### config.mk
export PLATFORM = sky130hd
export DESIGN_NAME = mem_bus_responder_flat
export DESIGN_NICKNAME = d
export VERILOG_FILES = /design/src/rtl/mem_bus_responder_if.sv /design/src/rtl/mem_bus_responder.sv /design/src/flat_wrapper.sv
export SDC_FILE = /design/constraint.sdc
export NUM_CORES = 2
export LEC_CHECK = 0
export BUFFER_PORTS_ARGS = -buffer_cell sky130_fd_sc_hd__buf_4
export CAP_MARGIN = 10
export CORE_ASPECT_RATIO = 0.6
export CORE_MARGIN = 4
export CORE_UTILIZATION = 35
export DETAILED_ROUTE_END_ITERATION = 6
export PLACE_DENSITY = 0.49
export SYNTH_ARGS = -nofsm -noshare
export SYNTH_HDL_FRONTEND = slang
export SYNTH_SLANG_ARGS = --single-unit
### constraint.sdc
create_clock -name clk -period 7.4 [get_ports clk]
set_clock_uncertainty 0.2 [all_clocks]
set_input_delay 1.48 -clock clk [delete_from_list [all_inputs] [get_ports clk]]
set_output_delay 1.48 -clock clk [all_outputs]
set_load 0.05 [all_outputs]
### src/rtl/mem_bus_responder_if.sv
// CPU external bus bundle: address, write data, read data, request strobes, ready.
// Latency: none, wires only.
// Backpressure: the target holds ready until the master drops read/write (four-phase).
//   master: drives address, data_in, read, write; observes data_out, ready
//   slave : the responder side of the same signals
interface mem_bus_responder_if;
    logic [7:0] address;
    logic [7:0] data_in;
    logic [7:0] data_out;
    logic       read;
    logic       write;
    logic       ready;

    modport master (
        output address, data_in, read, write,
        input  data_out, ready
    );

    modport slave (
        input  address, data_in, read, write,
        output data_out, ready
    );
endinterface

### src/rtl/mem_bus_responder.sv
// Bus target: RAM below IO_BASE plus port_out / port_in / timer registers above it.
// Latency: request sampled at edge N -> ready high after edge N+1+WAIT_CYCLES.
// Backpressure: ready is held until read and write are both sampled low; then one idle cycle.
//   clk, reset        : clock, synchronous active-high reset
//   bus (slave)       : address, data_in, read, write in; data_out, ready out
//   port_in, port_out : external input port, output port register
//   proto_err         : sticky, set when a request arrives with read and write both high
module mem_bus_responder #(
    parameter int unsigned WAIT_CYCLES = 1,
    parameter logic [7:0]  IO_BASE     = 8'hF0
) (
    input  logic                       clk,
    input  logic                       reset,
    mem_bus_responder_if.slave         bus,
    input  logic [7:0]                 port_in,
    output logic [7:0]                 port_out,
    output logic                       proto_err
);

    typedef enum logic [1:0] {
        S_IDLE,
        S_WAIT,
        S_RESP
    } state_t;

    localparam logic [3:0] WAIT_INIT = 4'(WAIT_CYCLES);

    state_t     state;
    logic [3:0] wait_cnt;
    logic [7:0] req_addr;
    logic [7:0] req_data;
    logic       req_wr;
    logic [7:0] req_timer;   // timer value at the accepting edge
    logic [7:0] timer;
    logic [7:0] data_out_q;
    logic       ready_q;

    logic [7:0] ram [0:255];

    logic       is_ram;
    logic [7:0] io_off;
    logic       commit;
    logic [7:0] rd_val;

    assign bus.data_out = data_out_q;
    assign bus.ready    = ready_q;

    assign is_ram = (req_addr < IO_BASE);
    assign io_off = req_addr - IO_BASE;
    // The access happens on the edge that moves WAIT -> RESP.
    assign commit = (state == S_WAIT) && (wait_cnt == 4'd0);

    always_comb begin
        rd_val = 8'h00;
        if (is_ram) begin
            rd_val = ram[req_addr];
        end else begin
            case (io_off)
                8'd0:    rd_val = port_out;
                8'd1:    rd_val = port_in;
                8'd2:    rd_val = req_timer;
                default: rd_val = 8'h00;
            endcase
        end
    end

    // RAM contents survive reset; a store aborted by reset never reaches commit.
    always_ff @(posedge clk) begin
        if (!reset && commit && req_wr && is_ram) begin
            ram[req_addr] <= req_data;
        end
    end

    always_ff @(posedge clk) begin
        if (reset) begin
            state      <= S_IDLE;
            wait_cnt   <= 4'd0;
            req_addr   <= 8'h00;
            req_data   <= 8'h00;
            req_wr     <= 1'b0;
            req_timer  <= 8'h00;
            timer      <= 8'h00;
            data_out_q <= 8'h00;
            ready_q    <= 1'b0;
            port_out   <= 8'h00;
            proto_err  <= 1'b0;
        end else begin
            timer <= timer + 8'd1;
            case (state)
                S_IDLE: begin
                    if (bus.read || bus.write) begin
                        req_addr  <= bus.address;
                        req_data  <= bus.data_in;
                        // read+write together is serviced as a read
                        req_wr    <= bus.write && !bus.read;
                        req_timer <= timer;
                        wait_cnt  <= WAIT_INIT;
                        // Even with WAIT_CYCLES=0 one cycle is spent here so that
                        // the access lands on a single registered edge.
                        state     <= S_WAIT;
                        if (bus.read && bus.write) begin
                            proto_err <= 1'b1;
                        end
                    end
                end
                S_WAIT: begin
                    if (wait_cnt == 4'd0) begin
                        state   <= S_RESP;
                        ready_q <= 1'b1;
                        if (req_wr) begin
                            if (!is_ram) begin
                                case (io_off)
                                    8'd0:    port_out <= req_data;
                                    8'd2:    timer    <= req_data;  // overrides the increment
                                    default: ;
                                endcase
                            end
                        end else begin
                            data_out_q <= rd_val;
                        end
                    end else begin
                        wait_cnt <= wait_cnt - 4'd1;
                    end
                end
                S_RESP: begin
                    if (!bus.read && !bus.write) begin
                        state   <= S_IDLE;
                        ready_q <= 1'b0;
                    end
                end
                default: begin
                    state   <= S_IDLE;
                    ready_q <= 1'b0;
                end
            endcase
        end
    end

endmodule

### src/flat_wrapper.sv
// flat-port wrapper written by rule: the top's interface ports become plain ports
module mem_bus_responder_flat 
#(
    parameter int unsigned WAIT_CYCLES = 1,
    parameter logic [7:0]  IO_BASE     = 8'hF0
)
  (clk, reset, port_in, port_out, proto_err, bus_address, bus_data_in, bus_read, bus_write, bus_data_out, bus_ready);
  mem_bus_responder_if bus_i ();
  input  logic clk;
  input  logic reset;
  input  logic [7:0] port_in;
  output logic [7:0] port_out;
  output logic proto_err;
  input wire logic [$bits(bus_i.address)-1:0] bus_address;
  input wire logic [$bits(bus_i.data_in)-1:0] bus_data_in;
  input wire logic [$bits(bus_i.read)-1:0] bus_read;
  input wire logic [$bits(bus_i.write)-1:0] bus_write;
  output wire logic [$bits(bus_i.data_out)-1:0] bus_data_out;
  output wire logic [$bits(bus_i.ready)-1:0] bus_ready;
  assign bus_i.address = bus_address;
  assign bus_i.data_in = bus_data_in;
  assign bus_i.read = bus_read;
  assign bus_i.write = bus_write;
  assign bus_data_out = bus_i.data_out;
  assign bus_ready = bus_i.ready;
  mem_bus_responder #(.WAIT_CYCLES(WAIT_CYCLES), .IO_BASE(IO_BASE)) u_core (.clk(clk), .reset(reset), .bus(bus_i), .port_in(port_in), .port_out(port_out), .proto_err(proto_err));
endmodule
# Word level (Yosys, flattened, before mapping)
# Memory sizes are Yosys's and may differ from the RTL's. A register that Yosys moved wholly into a read port is not among the register bits.
# Index checks and enable logic that the tools add are counted.
# totals
regBits	57
ramBits	2048
output_inout_bits	18
wordCells	70
mem_count	1
# classes
addsub	3
n_lt_le_gt_ge	1
n_eq_ne	8
muxes	21
n_bitwise	3
reduce_logical	22
# memory_table
memory	words	word_bits	rd	rd_clocked_by_memory_dff	wr	line	text
u_core.ram	256	8	1	1	1	mem_bus_responder.sv:38	logic [7:0] ram [0:255];
# ops
cell	n
$mux W8	8
$pmux W8 S3	1
$reduce_and A3 Y1	5
$add A8 B1 Y8 const B	1
$eq A8 B1 Y1 const B	1
$eq A8 B2 Y1 const B	1
$logic_not A8 Y1	1
$lt A8 B8 Y1 const B	1
$mux W4	2
$pmux W4 S2	1
$sub A8 B8 Y8 const B	1
$logic_and A1 B1 Y1	7
$mux W2	3
$pmux W2 S3	1
$reduce_and A5 Y1	1
$logic_not A4 Y1	1
$mux W1	4
$ne A2 B1 Y1 const B	2
$ne A2 B2 Y1 const B	2
$sub A4 B1 Y4 const B	1
$logic_not A1 Y1	3
$not A1 Y1	3
$pmux W1 S3	1
$eq A2 B1 Y1 const B	1
other kinds (5)	5

# Longest topological paths before layout
# depth
ltp_word	7
ltp_mapped	13

# Worst setup path after synthesis
# Ideal clock, no wire load.
# synth_path
kind	register to register
from	register u_core.req_data[0]
to	memory u_core.ram[0][0], data pin
arrival_time_ns	3.428
t_required_ns	6.338
path_slack_ns	2.910
stages_incl_launch_ff	1
n_path_buf	0
period_less_slack_ns	4.490
path_cell_list	dfxtp_1
# synth_lines
item	line	text
start, declared	mem_bus_responder.sv:31	logic [7:0] req_data;
start signal, assigned	mem_bus_responder.sv:93	req_data <= bus.data_in;
end, declared	mem_bus_responder.sv:38	
# No word-level cell before the write port.

==> qor.csv <==
metric,value,unit
clock-root-buffer,clkbuf_16,
timing.final.crit_period,4780,ps
tritoncts,done,
row_count,137,
max_slew_margin,0.918,%
ant_nets,0,
synth_top_area_share,74.8,%
ys_warn_count,0,
dieArea,243000,µm²
routed_wl,245000,µm
synth-seq-cells,2113,
port_buffers,45,
die_w,634,µm
via_count,42700,
clkTransAtPathRegs,70,ps
crit_chain,"buf_4, buf_4, nand3b_2, o221ai_1, a21oi_1, a22o_1, a221oi_1, o221ai_1, o31ai_1",
critPathArrivalTime,5330,ps
drc,0,
final_common_cell,edfxtp_1,
vdd_drop_max,0.000178,V
grt_max_degree,174,
hold_start,u_core.req_timer[5],
hold_path.class,reg2reg,
critPathSlowestCell,dfxtp_4,
max_freq,209,MHz
dieHeight,383,µm
final.setup.tns,0,ps
synth.distinct_cells,74,
synth_edf_count,2048,
path_buf_inv,2,
syn_inst,4091,
cp_data_required_time,7950,ps
synth_area_leader_cell,edfxtp_1,
grt_pass1_vias,40600,
grt_antenna_before_repair,18,
drt-initial-drc-count,5521,
ys_async_sr_fraction,0,%
dp_cells,7254,
max_cap_viol_count,0,
finalMaxSlewViolations,0,
worstSetupStartpointType,flop,
gr-usage-all-layers,19.8,%
rsz0062_at_grt,no,
clock_sinks,2113,
firstDrtPassIters,5,
rrSetupSlack,2620,ps
cts_resized,0,
synth_top_flop_cell,edfxtp_1,
start_util,35.3,%
seq_area_frac_synth,76.4,%
critPathKind,reg2reg,
final_cell_mix,"edfxtp_1, mux4_2, nor2_1",
whs_endpoint,u_core.req_timer[5],
leakage,28.3,nW
cts_buffers,194,
htree_levels,4,
reg2reg_to,u_core.bus.data_out[3],
clk_latency,830,ps
grt_pass1_wl,339000,µm
finalCritPeriodShare,64.7,%
post-cts-setup-buffer-count,0,
fin_nets,4353,
syn_area,82200,µm²
status,finished clean,
hold-path-cell-count,2,
synth_area_per_cell,20.1,µm²
vias_per_cell,5.63,
finalWeightedCongestion,0.828,
overflow,0,
instances_no_fill,7598,
ios,46,
end_kind,flop,
worstPathMaxFanout,32,
place_hpwl,152000,µm
syn2layout_area_growth,12.7,%
wl_per_cell,32.3,µm
power,26.6,mW
slowest_delay,860,ps
drive_gt1_share,18.3,%
core_area,233000,µm²
r2r_cells,9,
postCtsHoldBufs,0,
pwr_density_cell,287,nW/µm²
worst_pin_slew,1490,ps
final-hold-violation-count,0,
clockBufferDepth,4,
finalSetupViolations,0,
crit_family,compound AO/OA/AOI/OAI gates,
synthTopCellsByArea,"edfxtp_1, mux4_2, mux2i_1",
## metal layers
layer | global-route usage, % | wire length (µm)
met1 | 32.1 | 117000
met2 | 25.9 | 97700
met3 | 5.97 | 26300
met4 | 3.75 | 4710
met5 | 0 | 7
## layout make-up
| type | instances | area [µm²] |
|---|---|---|
| antenna | 3 | 7.51 |
| clock buffer | 246 | 5260 |
| clock inverter | 95 | 876 |
| fill | 20800 | 140000 |
| inverter | 9 | 33.8 |
| multi-input combinational | 1853 | 18400 |
| sequential | 2113 | 62800 |
| tap | 3127 | 3910 |
| timing repair buffer | 152 | 1330 |
## synthesized netlist by cell type, types with 21 or more instances
| cell | count |
|---|---|
| buf_4 | 37 |
| buf_2 | 44 |
| o22ai_1 | 47 |
| mux4_2 | 354 |
| a211oi_1 | 23 |
| buf_6 | 39 |
| clkbuf_1 | 96 |
| a21oi_1 | 112 |
| nand3_1 | 26 |
| edfxtp_1 | 2048 |
| o21ai_0 | 37 |
| nor2_1 | 313 |
| dfxtp_1 | 65 |
| a22oi_1 | 100 |
| mux2i_1 | 234 |
| o221ai_1 | 69 |
| mux4_1 | 56 |
| nor2b_1 | 21 |
| nand2_1 | 129 |
| nor3_1 | 42 |
## cell families (layout without fill, tap and decap cells)
logic type	after synthesis	after routing	share of synthesized area, %
fa+ha+maj	2	2	0.0304
mux	646	646	14.4
xor+xnor	8	8	0.0852
flops	2113	2113	76.4
simple gates	582	582	3.03
buf+inv	252	502	2.01
compound gates	487	487	4.12
other cells	1	131	0.00456
## power breakdown
part	internal [mW]	switching [mW]	leakage, nW
registers	13.5	0.247	19.5
clock network	5.60	4.44	3.01
logic	0.868	1.96	5.85
total	19.9	6.65	28.3
## worst register-to-register path: cells and delay by family (launching register included)
family	cells	cell delay, ps
DFF	1	860
buffers and inverters	2	790
and+or+nand+nor	1	690
AOI/OAI and AO/OA	6	2150
## how the worst max path moves through the flow
stage / from / to / slack, ps / depth (start not counted)
2_1_floorplan: u_core.req_data[0] / u_core.ram[0][0] / 2910 / 0
3_3_place_gp: reset / u_core.ram[168][0] / 700 / 4
3_5_place_dp: reset / u_core.ram[48][3] / 2450 / 4
4_1_cts: flop / u_core.bus.data_out[3] / 2550 / 9
5_1_grt: flop / u_core.bus.data_out[3] / 2400 / 9
6_report: flop / u_core.bus.data_out[3] / 2620 / 9
## metrics by stage
step | area, µm² | hold WS (ps) | setup slack (ps) | util [%]
global placement | 86500 | 244 | 696 | 37.1
CTS | 92600 | 261 | 2550 | 39.7
finish | 92600 | 262 | 2620 | 39.7
global route | 92600 | 285 | 2400 | 39.7
detailed placement | 86500 | 251 | 2450 | 37.1
floorplan | 82700 | 236 | 2910 | -
## flip-flops by register name, summed over array words and instances, names as in the netlist, 2 cells and up, named ones only
name and flops:
u_core.bus.data_out 8, u_core.wait_cnt 4, u_core.req_addr 8, u_core.timer 8
u_core.ram 2048, u_core.req_data 8, u_core.state 2, u_core.port_out 8
u_core.req_timer 8
No activity file was read; power rests on OpenSTA's default activity.
